### src/rtl/wb_conmax_pri_arb.sv
// Priority arbiter for one wb_conmax slave port: level collapse, round-robin
// within the top requesting level, registered one-hot grant held until release.
// Optional owner hold limit: define WB_CONMAX_ARB_TIMEOUT_EN.
module wb_conmax_pri_arb #(
    parameter int N_MST       = 8,
    parameter int IDX_W       = 3,
    parameter int PRI_LEVELS  = 4,
    parameter int TIMEOUT_CYC = 64
) (
    input  logic               clk_i,
    input  logic               rst_ni,
    input  logic [N_MST-1:0]   req_i,
    input  logic [2*N_MST-1:0] pri_i,
    output logic [N_MST-1:0]   gnt_o,
    output logic [IDX_W-1:0]   gnt_idx_o,
    output logic               gnt_vld_o
);

    // Handshake: a master raises req_i[k] and keeps it high for as long as it
    // wants the slave; gnt_o[k] is the registered answer and stays set until
    // the master drops req_i[k] (or, with the hold limit, until it expires).
    typedef enum logic {ST_IDLE = 1'b0, ST_BUSY = 1'b1} state_e;

    state_e             state_q, state_d;
    logic [N_MST-1:0]   gnt_q, gnt_d;
    logic [IDX_W-1:0]   gnt_idx_q, gnt_idx_d;
    logic [IDX_W-1:0]   rr_ptr_q, rr_ptr_d;

    logic [1:0]         lvl [N_MST];
    logic [1:0]         max_lvl;
    logic [N_MST-1:0]   cand;
    logic [N_MST-1:0]   elig;
    logic [IDX_W-1:0]   win_idx;
    logic               win_found;
    logic               owner_req;
    logic               timeout_fire;
    logic               new_grant;

    assign owner_req = |(req_i & gnt_q);

`ifdef WB_CONMAX_ARB_TIMEOUT_EN
    logic [7:0] hold_cnt_q, hold_cnt_d;

    assign timeout_fire = (state_q == ST_BUSY) && owner_req &&
                          (hold_cnt_q >= 8'(TIMEOUT_CYC - 1)) &&
                          (|(req_i & ~gnt_q));

    always_comb begin
        hold_cnt_d = hold_cnt_q;
        if (new_grant) begin
            hold_cnt_d = 8'd0;
        end else if (state_q == ST_BUSY && hold_cnt_q < 8'(TIMEOUT_CYC - 1)) begin
            hold_cnt_d = hold_cnt_q + 8'd1;
        end
    end

    always_ff @(posedge clk_i or negedge rst_ni) begin
        if (!rst_ni) begin
            hold_cnt_q <= 8'd0;
        end else begin
            hold_cnt_q <= hold_cnt_d;
        end
    end
`else
    logic [31:0] unused_timeout_cyc;
    assign unused_timeout_cyc = TIMEOUT_CYC;
    assign timeout_fire       = 1'b0;
`endif

    // A timed-out owner sits out exactly one arbitration, whatever its level.
    assign cand = timeout_fire ? (req_i & ~gnt_q) : req_i;

    always_comb begin
        max_lvl = 2'd0;
        for (int k = 0; k < N_MST; k++) begin
            if (PRI_LEVELS == 1) begin
                lvl[k] = 2'd0;
            end else if (PRI_LEVELS == 2) begin
                lvl[k] = {1'b0, |pri_i[2*k +: 2]};
            end else begin
                lvl[k] = pri_i[2*k +: 2];
            end
            if (cand[k] && lvl[k] > max_lvl) begin
                max_lvl = lvl[k];
            end
        end
        for (int k = 0; k < N_MST; k++) begin
            elig[k] = cand[k] && (lvl[k] == max_lvl);
        end
    end

    always_comb begin : p_pick
        int scan;
        win_found = 1'b0;
        win_idx   = '0;
        for (int i = 1; i <= N_MST; i++) begin
            scan = int'(rr_ptr_q) + i;
            if (scan >= N_MST) begin
                scan = scan - N_MST;
            end
            if (!win_found && elig[scan]) begin
                win_found = 1'b1;
                win_idx   = IDX_W'(scan);
            end
        end
    end

    always_comb begin
        state_d   = state_q;
        gnt_d     = gnt_q;
        gnt_idx_d = gnt_idx_q;
        rr_ptr_d  = rr_ptr_q;
        new_grant = 1'b0;
        case (state_q)
            ST_IDLE: begin
                if (|cand) begin
                    new_grant = 1'b1;
                end
            end
            ST_BUSY: begin
                if (!owner_req || timeout_fire) begin
                    if (|cand) begin
                        new_grant = 1'b1;
                    end else begin
                        state_d = ST_IDLE;
                        gnt_d   = '0;
                    end
                end
            end
            default: state_d = ST_IDLE;
        endcase
        if (new_grant && win_found) begin
            state_d   = ST_BUSY;
            gnt_d     = {{(N_MST-1){1'b0}}, 1'b1} << win_idx;
            gnt_idx_d = win_idx;
            rr_ptr_d  = win_idx;
        end
    end

    always_ff @(posedge clk_i or negedge rst_ni) begin
        if (!rst_ni) begin
            state_q   <= ST_IDLE;
            gnt_q     <= '0;
            gnt_idx_q <= '0;
            rr_ptr_q  <= IDX_W'(N_MST - 1);
        end else begin
            state_q   <= state_d;
            gnt_q     <= gnt_d;
            gnt_idx_q <= gnt_idx_d;
            rr_ptr_q  <= rr_ptr_d;
        end
    end

    assign gnt_o     = gnt_q;
    assign gnt_idx_o = gnt_idx_q;
    assign gnt_vld_o = (state_q == ST_BUSY);

endmodule

### config.mk
export PLATFORM = sky130hd
export DESIGN_NAME = wb_conmax_pri_arb
export DESIGN_NICKNAME = d
export VERILOG_FILES = /design/src/rtl/wb_conmax_pri_arb.sv
export SDC_FILE = /design/constraint.sdc
export NUM_CORES = 1
export LEC_CHECK = 0
export ABC_AREA = 1
export BUFFER_PORTS_ARGS = -buffer_cell sky130_fd_sc_hd__buf_2
export CORE_MARGIN = 2
export CORE_UTILIZATION = 35
export CTS_CLUSTER_DIAMETER = 30
export DETAILED_ROUTE_END_ITERATION = 7
export PLACE_DENSITY = 0.6
export SYNTH_ARGS = -nofsm -noshare
export SYNTH_HDL_FRONTEND = slang
export SYNTH_SLANG_ARGS = --single-unit
### constraint.sdc
create_clock -name clk_i -period 3.65 [get_ports clk_i]
set_input_delay 0.1825 -clock clk_i [delete_from_list [all_inputs] [get_ports clk_i]]
set_output_delay 0.1825 -clock clk_i [all_outputs]
set_load 0.005 [all_outputs]
==> flow_metrics.tcl, run 1 <==
set metrics [dict create \
    status "finished, violations left" \
    violations "negative setup slack" \
    ys_ff_latch 15 \
    syn-cell-area_mm2 0.00247 \
    wl_per_cell_um 16.4 \
    clk_latency_ns 0.25 \
    globalRoute.totalOverflow 0 \
    fin_hold_ws_ns 0.355 \
    antenna_found_initial 0 \
    end_kind "flip-flop" \
    drv_slew 0 \
    tightest_slew_ns 0.518 \
    coreArea_mm2 0.00679 \
    synth_edf_count 0 \
    grt_max_degree 19 \
    placed_area_mm2 0.00356 \
    p_clk_share_pct 3.1 \
    die_w_um 88.0 \
    required_ns 3.82 \
    p_int_uw 1950 \
    synth.distinct_cells 35 \
    power.total_uw 4360 \
    slew_headroom_pct 65.2 \
    rr_worst_depth 15 \
    critPathLaunchType "primary input" \
    cp-startpoint "pri_i[1]" \
    design_area_mm2 0.00483 \
    drt-pass1-iter-count 5 \
    syn_inst 425 \
    ys_seq_area_share_pct 15.4 \
    yosys_warnings 0 \
    diodes 0 \
    cp.arrival_ns 7.91 \
    r2r_end "gnt_o[3]" \
    seqPwrFrac_pct 7.2 \
    hold_viol 0 \
    drt_iter0_markers 310 \
    portBuffers 37 \
    slowest_delay_ns 0.27 \
    max_freq_mhz 129 \
    die_y_um 88.0 \
    place_ws_ns -4.41 \
    r2r_start "rr_ptr_q[1]" \
    maxCapViolations 0 \
    start_util_pct 36.3 \
    slowest_stage "or2_4" \
    cts_root_buf "clkbuf_8" \
    cpMostUsedCell "buf_4" \
    clk_pin_slew_ns 0.06 \
    skew_ns 0.00219 \
    finalCritPeriodShare_pct 212 \
    drive_above_1_share_pct 59.5 \
    path_class "in2reg" \
    final_cell_mix "buf_4, nand2_1, nand3_1, inv_1, nand2_2" \
    finalNetCount 669 \
    ioPinCount 38 \
    ant_nets 0 \
    track_usage_pct 26.3 \
    first_global_vias 3602 \
    cts.path.max_buffers 2 \
    min_path_type "in2async" \
    viasPerCell 5.44 \
    grt_pass1_wl_mm 16.2 \
    cts_made_buffers 3 \
    h-tree-depth 1 \
    layout_commonest_cell "buf_4" \
    p_leak_uw 0.00254 \
    setup_viol 15 \
    rsz0062_at_grt "yes" \
    cts_tree "done" \
    wl_mm 11.9 \
    switching_share_pct 55.4 \
    p_sw_uw 2410 \
    p_per_area_mw_per_mm2 903 \
    vias 3946 \
    async_flop_share_pct 100 \
    rrSetupSlack_ns 0.49 \
    drc 0 \
    path_max_fanout 8 \
    fin_crit_ns 7.74 \
    syn_area_per_cell_um2 5.81 \
    rows 30 \
    setup_ws_ns -4.09 \
    synth-main-ff-cell "dfrtp_1" \
    combPwrFrac_pct 89.7 \
    syn_nets 463 \
    area_delta_synth_final_pct 95.7 \
    die_area_mm2 0.00774 \
    numClockSinks 15 \
    place_hpwl_mm 6.78 \
    gp_congestion 0.898 \
    ir_drop_mv 0.636 \
]
==> cells in the mapped netlist (all sizes together), types with 2 or more instances <==
| cell type | count | area share [%] |
|---|---|---|
| inv | 50 | 7.6 |
| nor3 | 2 | 0.41 |
| ha | 12 | 6.1 |
| a221oi | 2 | 0.71 |
| nor2 | 42 | 7.6 |
| nand2 | 130 | 21 |
| buf | 4 | 0.76 |
| dfrtp | 12 | 12 |
| nand4 | 22 | 6.1 |
| nand3 | 106 | 24 |
| clkbuf | 2 | 0.30 |
| o21ai | 17 | 4.1 |
| xor2 | 2 | 0.71 |
| a21oi | 12 | 3.2 |
| xnor2 | 2 | 0.71 |
| dfstp | 3 | 3.2 |
==> sequential cells by signal, summed over array words and instances, names as in the netlist <==
register / cells
rr_ptr_q: 3
gnt_vld_o: 1
gnt_idx_o: 3
gnt_o: 8
==> final cells by class <==
cell class	count	area, um^2
Clock buffer	4	45.0
Fill cell	520	1960
Inverter	51	211
Multi-Input combinational cell	353	2560
Sequential cell	15	379
Tap cell	96	120
Timing Repair Buffer	207	1520
==> per-layer routing <==
layer / GRT usage (%) / share of wire, % / routed length [um]
met5: 0 / 0 / 0
met1: 31.9 / 38 / 4580
met2: 47.5 / 49 / 5840
met4: 10.9 / 6.5 / 779
met3: 2.07 / 6.1 / 724
==> critical path: cells and delay by family <==
family | cells | cell delay, ns
adders and majority gates | 5 | 1.10
AOI/OAI and AO/OA | 5 | 0.81
and+or+nand+nor | 39 | 3.85
buffers and inverters | 18 | 1.95
==> logic make-up after synthesis <==
family,count (synthesis),share of synthesized area (%)
AND/OR/NAND/NOR,305,60.1
XOR/XNOR,4,1.42
AO/OA/AOI/OAI,32,8.26
flip-flops,15,15.4
buffers and inverters,57,8.82
adder cells (fa/ha/maj),12,6.08
==> power by group through the flow <==
stage          clock network (uW)  logic, uW  registers, uW
2_1_floorplan                   0       1860            278
3_3_place_gp                    0       2730            314
3_5_place_dp                    0       2760            313
4_1_cts                       137       3300            311
5_1_grt                       144       4240            321
6_report                      134       3910            313
==> timing repair <==
action / 4_1_cts / 5_1_grt
endpoints found under the hold margin: 12 / 0
gates resized for setup: 60 / 86
hold buffers: 1 / 0
setup buffers: 67 / 15
pin swaps: 77 / 74
endpoints found under the setup margin: 15 / 15
==> worst max-delay path by stage <==
stage / end / depth (start not counted)
final: gnt_o[3] / 67
after detailed placement: gnt_o[5] / 69
after global routing: gnt_o[3] / 67
after floorplan: gnt_o[3] / 66
after CTS: gnt_o[5] / 69
after global placement: gnt_o[1] / 67
==> stage by stage <==
stage	util [%]	setup TNS, ns	std cells
CTS	63.8	-54.89	711
finish	71.1	-59.71	726
global route	71.1	-65.82	726
detailed placement	52.4	-64.08	640
global placement	52.4	-61.62	640
floorplan	-	-50.54	425
Note: power is estimated with default switching activity, not from simulation.
==> run 2, diff against run 1 <==
- BUFFER_PORTS_ARGS: -buffer_cell sky130_fd_sc_hd__buf_2 -> not set
- CORE_ASPECT_RATIO: not set -> 1.1
- CTS_BUF_LIST: not set -> sky130_fd_sc_hd__clkbuf_8
- DONT_BUFFER_PORTS: not set -> 1
- PLACE_DENSITY: 0.6 -> 0.55
==> run 2 against run 1 <==
The flow still finishes with violations (negative setup slack). Cell count down 14%. Design area is 14% lower. Clock skew rose by 0.0021 ns. Die area hardly changed. Critical path type unchanged. Highest routed layer unchanged.
==> flow_metrics.tcl, run 2 (synthesis results as in run 1) <==
set metrics [dict create \
    status "finished, violations left" \
    violations "negative setup slack" \
    p_leak_uw 0.00212 \
    wl_mm 9.96 \
    p_per_area_mw_per_mm2 977 \
    grt_max_degree 19 \
    rr_worst_depth 14 \
    coreArea_mm2 0.00693 \
    fillers 631 \
    hold_end "gnt_vld_o" \
    ir_drop_mv 0.708 \
    die_area_mm2 0.00774 \
    fin_tns_setup_ns -59.27 \
    numClockSinks 15 \
    dp.cells 562 \
    gp_congestion 0.851 \
    fin_crit_ns 7.67 \
    area_delta_synth_final_pct 68.4 \
    slowest_stage "ha_1" \
    die_y_um 92.1 \
    min_path_type "in2reg" \
    place_hpwl_mm 6.37 \
    largest_register_ff_count 8 \
    tightest_slew_ns 0.657 \
    r2r_start "rr_ptr_q[1]" \
    path_buf_inv 26 \
    hold_viol 0 \
    crit_family "simple AND/OR/NAND/NOR gates" \
    skew_ns 0.00424 \
    multi_input_area_mm2 0.00251 \
    path_class "in2reg" \
    cts_tree "done" \
    setup_ws_ns -4.02 \
    fin_hold_ws_ns 0.332 \
    clk_latency_ns 0.24 \
    final_cell_mix "buf_4, nand2_1, nand3_1, inv_1, nand2_2" \
    max_freq_mhz 130 \
    cpMostUsedCell "buf_4" \
    hold_depth 3 \
    drc 0 \
    finalCritPeriodShare_pct 210 \
    clk_pin_slew_ns 0.07 \
    slew_headroom_pct 56.1 \
    wl_per_cell_um 15.9 \
    r2r_end "gnt_o[7]" \
    first_global_vias 3257 \
    layout_commonest_cell "buf_4" \
    slowest_delay_ns 0.30 \
    rows 32 \
    path_max_fanout 6 \
    cts.path.max_buffers 2 \
    required_ns 3.84 \
    portBuffers 0 \
    min_from "req_i[3]" \
    drt-pass1-iter-count 4 \
    h-tree-depth 1 \
    grt_pass1_wl_mm 14.8 \
    drt_iter0_markers 154 \
    final_util_pct 60.0 \
    antenna_found_initial 0 \
    drv_slew 0 \
    die_w_um 84.1 \
    drive_above_1_share_pct 50.5 \
    cts_root_buf "clkbuf_8" \
    setup_viol 15 \
    finalNetCount 580 \
    track_usage_pct 22.7 \
    rsz0062_at_grt "yes" \
    diodes 0 \
    start_util_pct 35.6 \
    ioPinCount 38 \
    place_ws_ns -4.13 \
    cts_made_buffers 3 \
    rrSetupSlack_ns 0.48 \
    globalRoute.totalOverflow 0 \
    vias 3322 \
    critPathLaunchType "primary input" \
    end_kind "flip-flop" \
    ant_nets 0 \
    viasPerCell 5.31 \
    stdcell_count 626 \
    maxCapViolations 0 \
    cp.arrival_ns 7.86 \
    path_depth 68 \
    ff_latch_area_um2 379 \
]
-- run 2: area by class of cell --
type	instances	share of cell area [%]
clock inverter	1	0.181
clock buffer	3	0.993
timing repair buffer	118	21.6
multi-input combinational	353	60.4
tap	85	2.56
sequential	15	9.12
inverter	51	5.15
-- run 2: where the power goes --
part	leakage [uW]	internal [uW]	switching, uW
combinational	0.00191	1450	2160
clock	0.0000217	76.5	58.8
sequential	0.000186	250	72.9
total	0.00212	1770	2290
-- run 2: worst max path at each step --
stage / start / to / slack (ns)
finish: pri_i[1] / gnt_o[0] / -4.02
global route: pri_i[1] / gnt_o[7] / -4.42
CTS: pri_i[0] / gnt_o[6] / -3.72
detailed placement: pri_i[0] / gnt_o[5] / -4.13
global placement: pri_i[0] / gnt_o[5] / -3.96
floorplan: pri_i[0] / gnt_o[3] / -3.43
-- run 2: metrics by stage --
step	instance area [um^2]	power, uW
final	4160	4060
after global routing	4160	4440
after CTS	3650	3370
after detailed placement	3140	2910
after global placement	3140	2890
after floorplan	2620	2140
-- run 2: routing by layer --
| metal | up-vias | GRT usage [%] | routed length, um |
|---|---|---|---|
| li1 | 1664 | - | - |
| met1 | 1569 | 25.6 | 3980 |
| met2 | 58 | 44.3 | 5320 |
| met3 | 31 | 2.07 | 337 |
| met4 | 0 | 6.99 | 331 |
| met5 | - | 0 | 0 |
-- run 2: what timing repair did --
item,CTS,global route
endpoints found under the hold margin,15,0
pin swaps,58,85
cloned,0,0
setup endpoints to repair,15,15
setup buffers,43,16
resized for setup,33,94
hold buffers,1,0
-- run 2: worst min-delay path, cell delays in order --
cell,delay [ns]
nor4_1,0.02
and3_1,0.18
o21ai_0,0.15
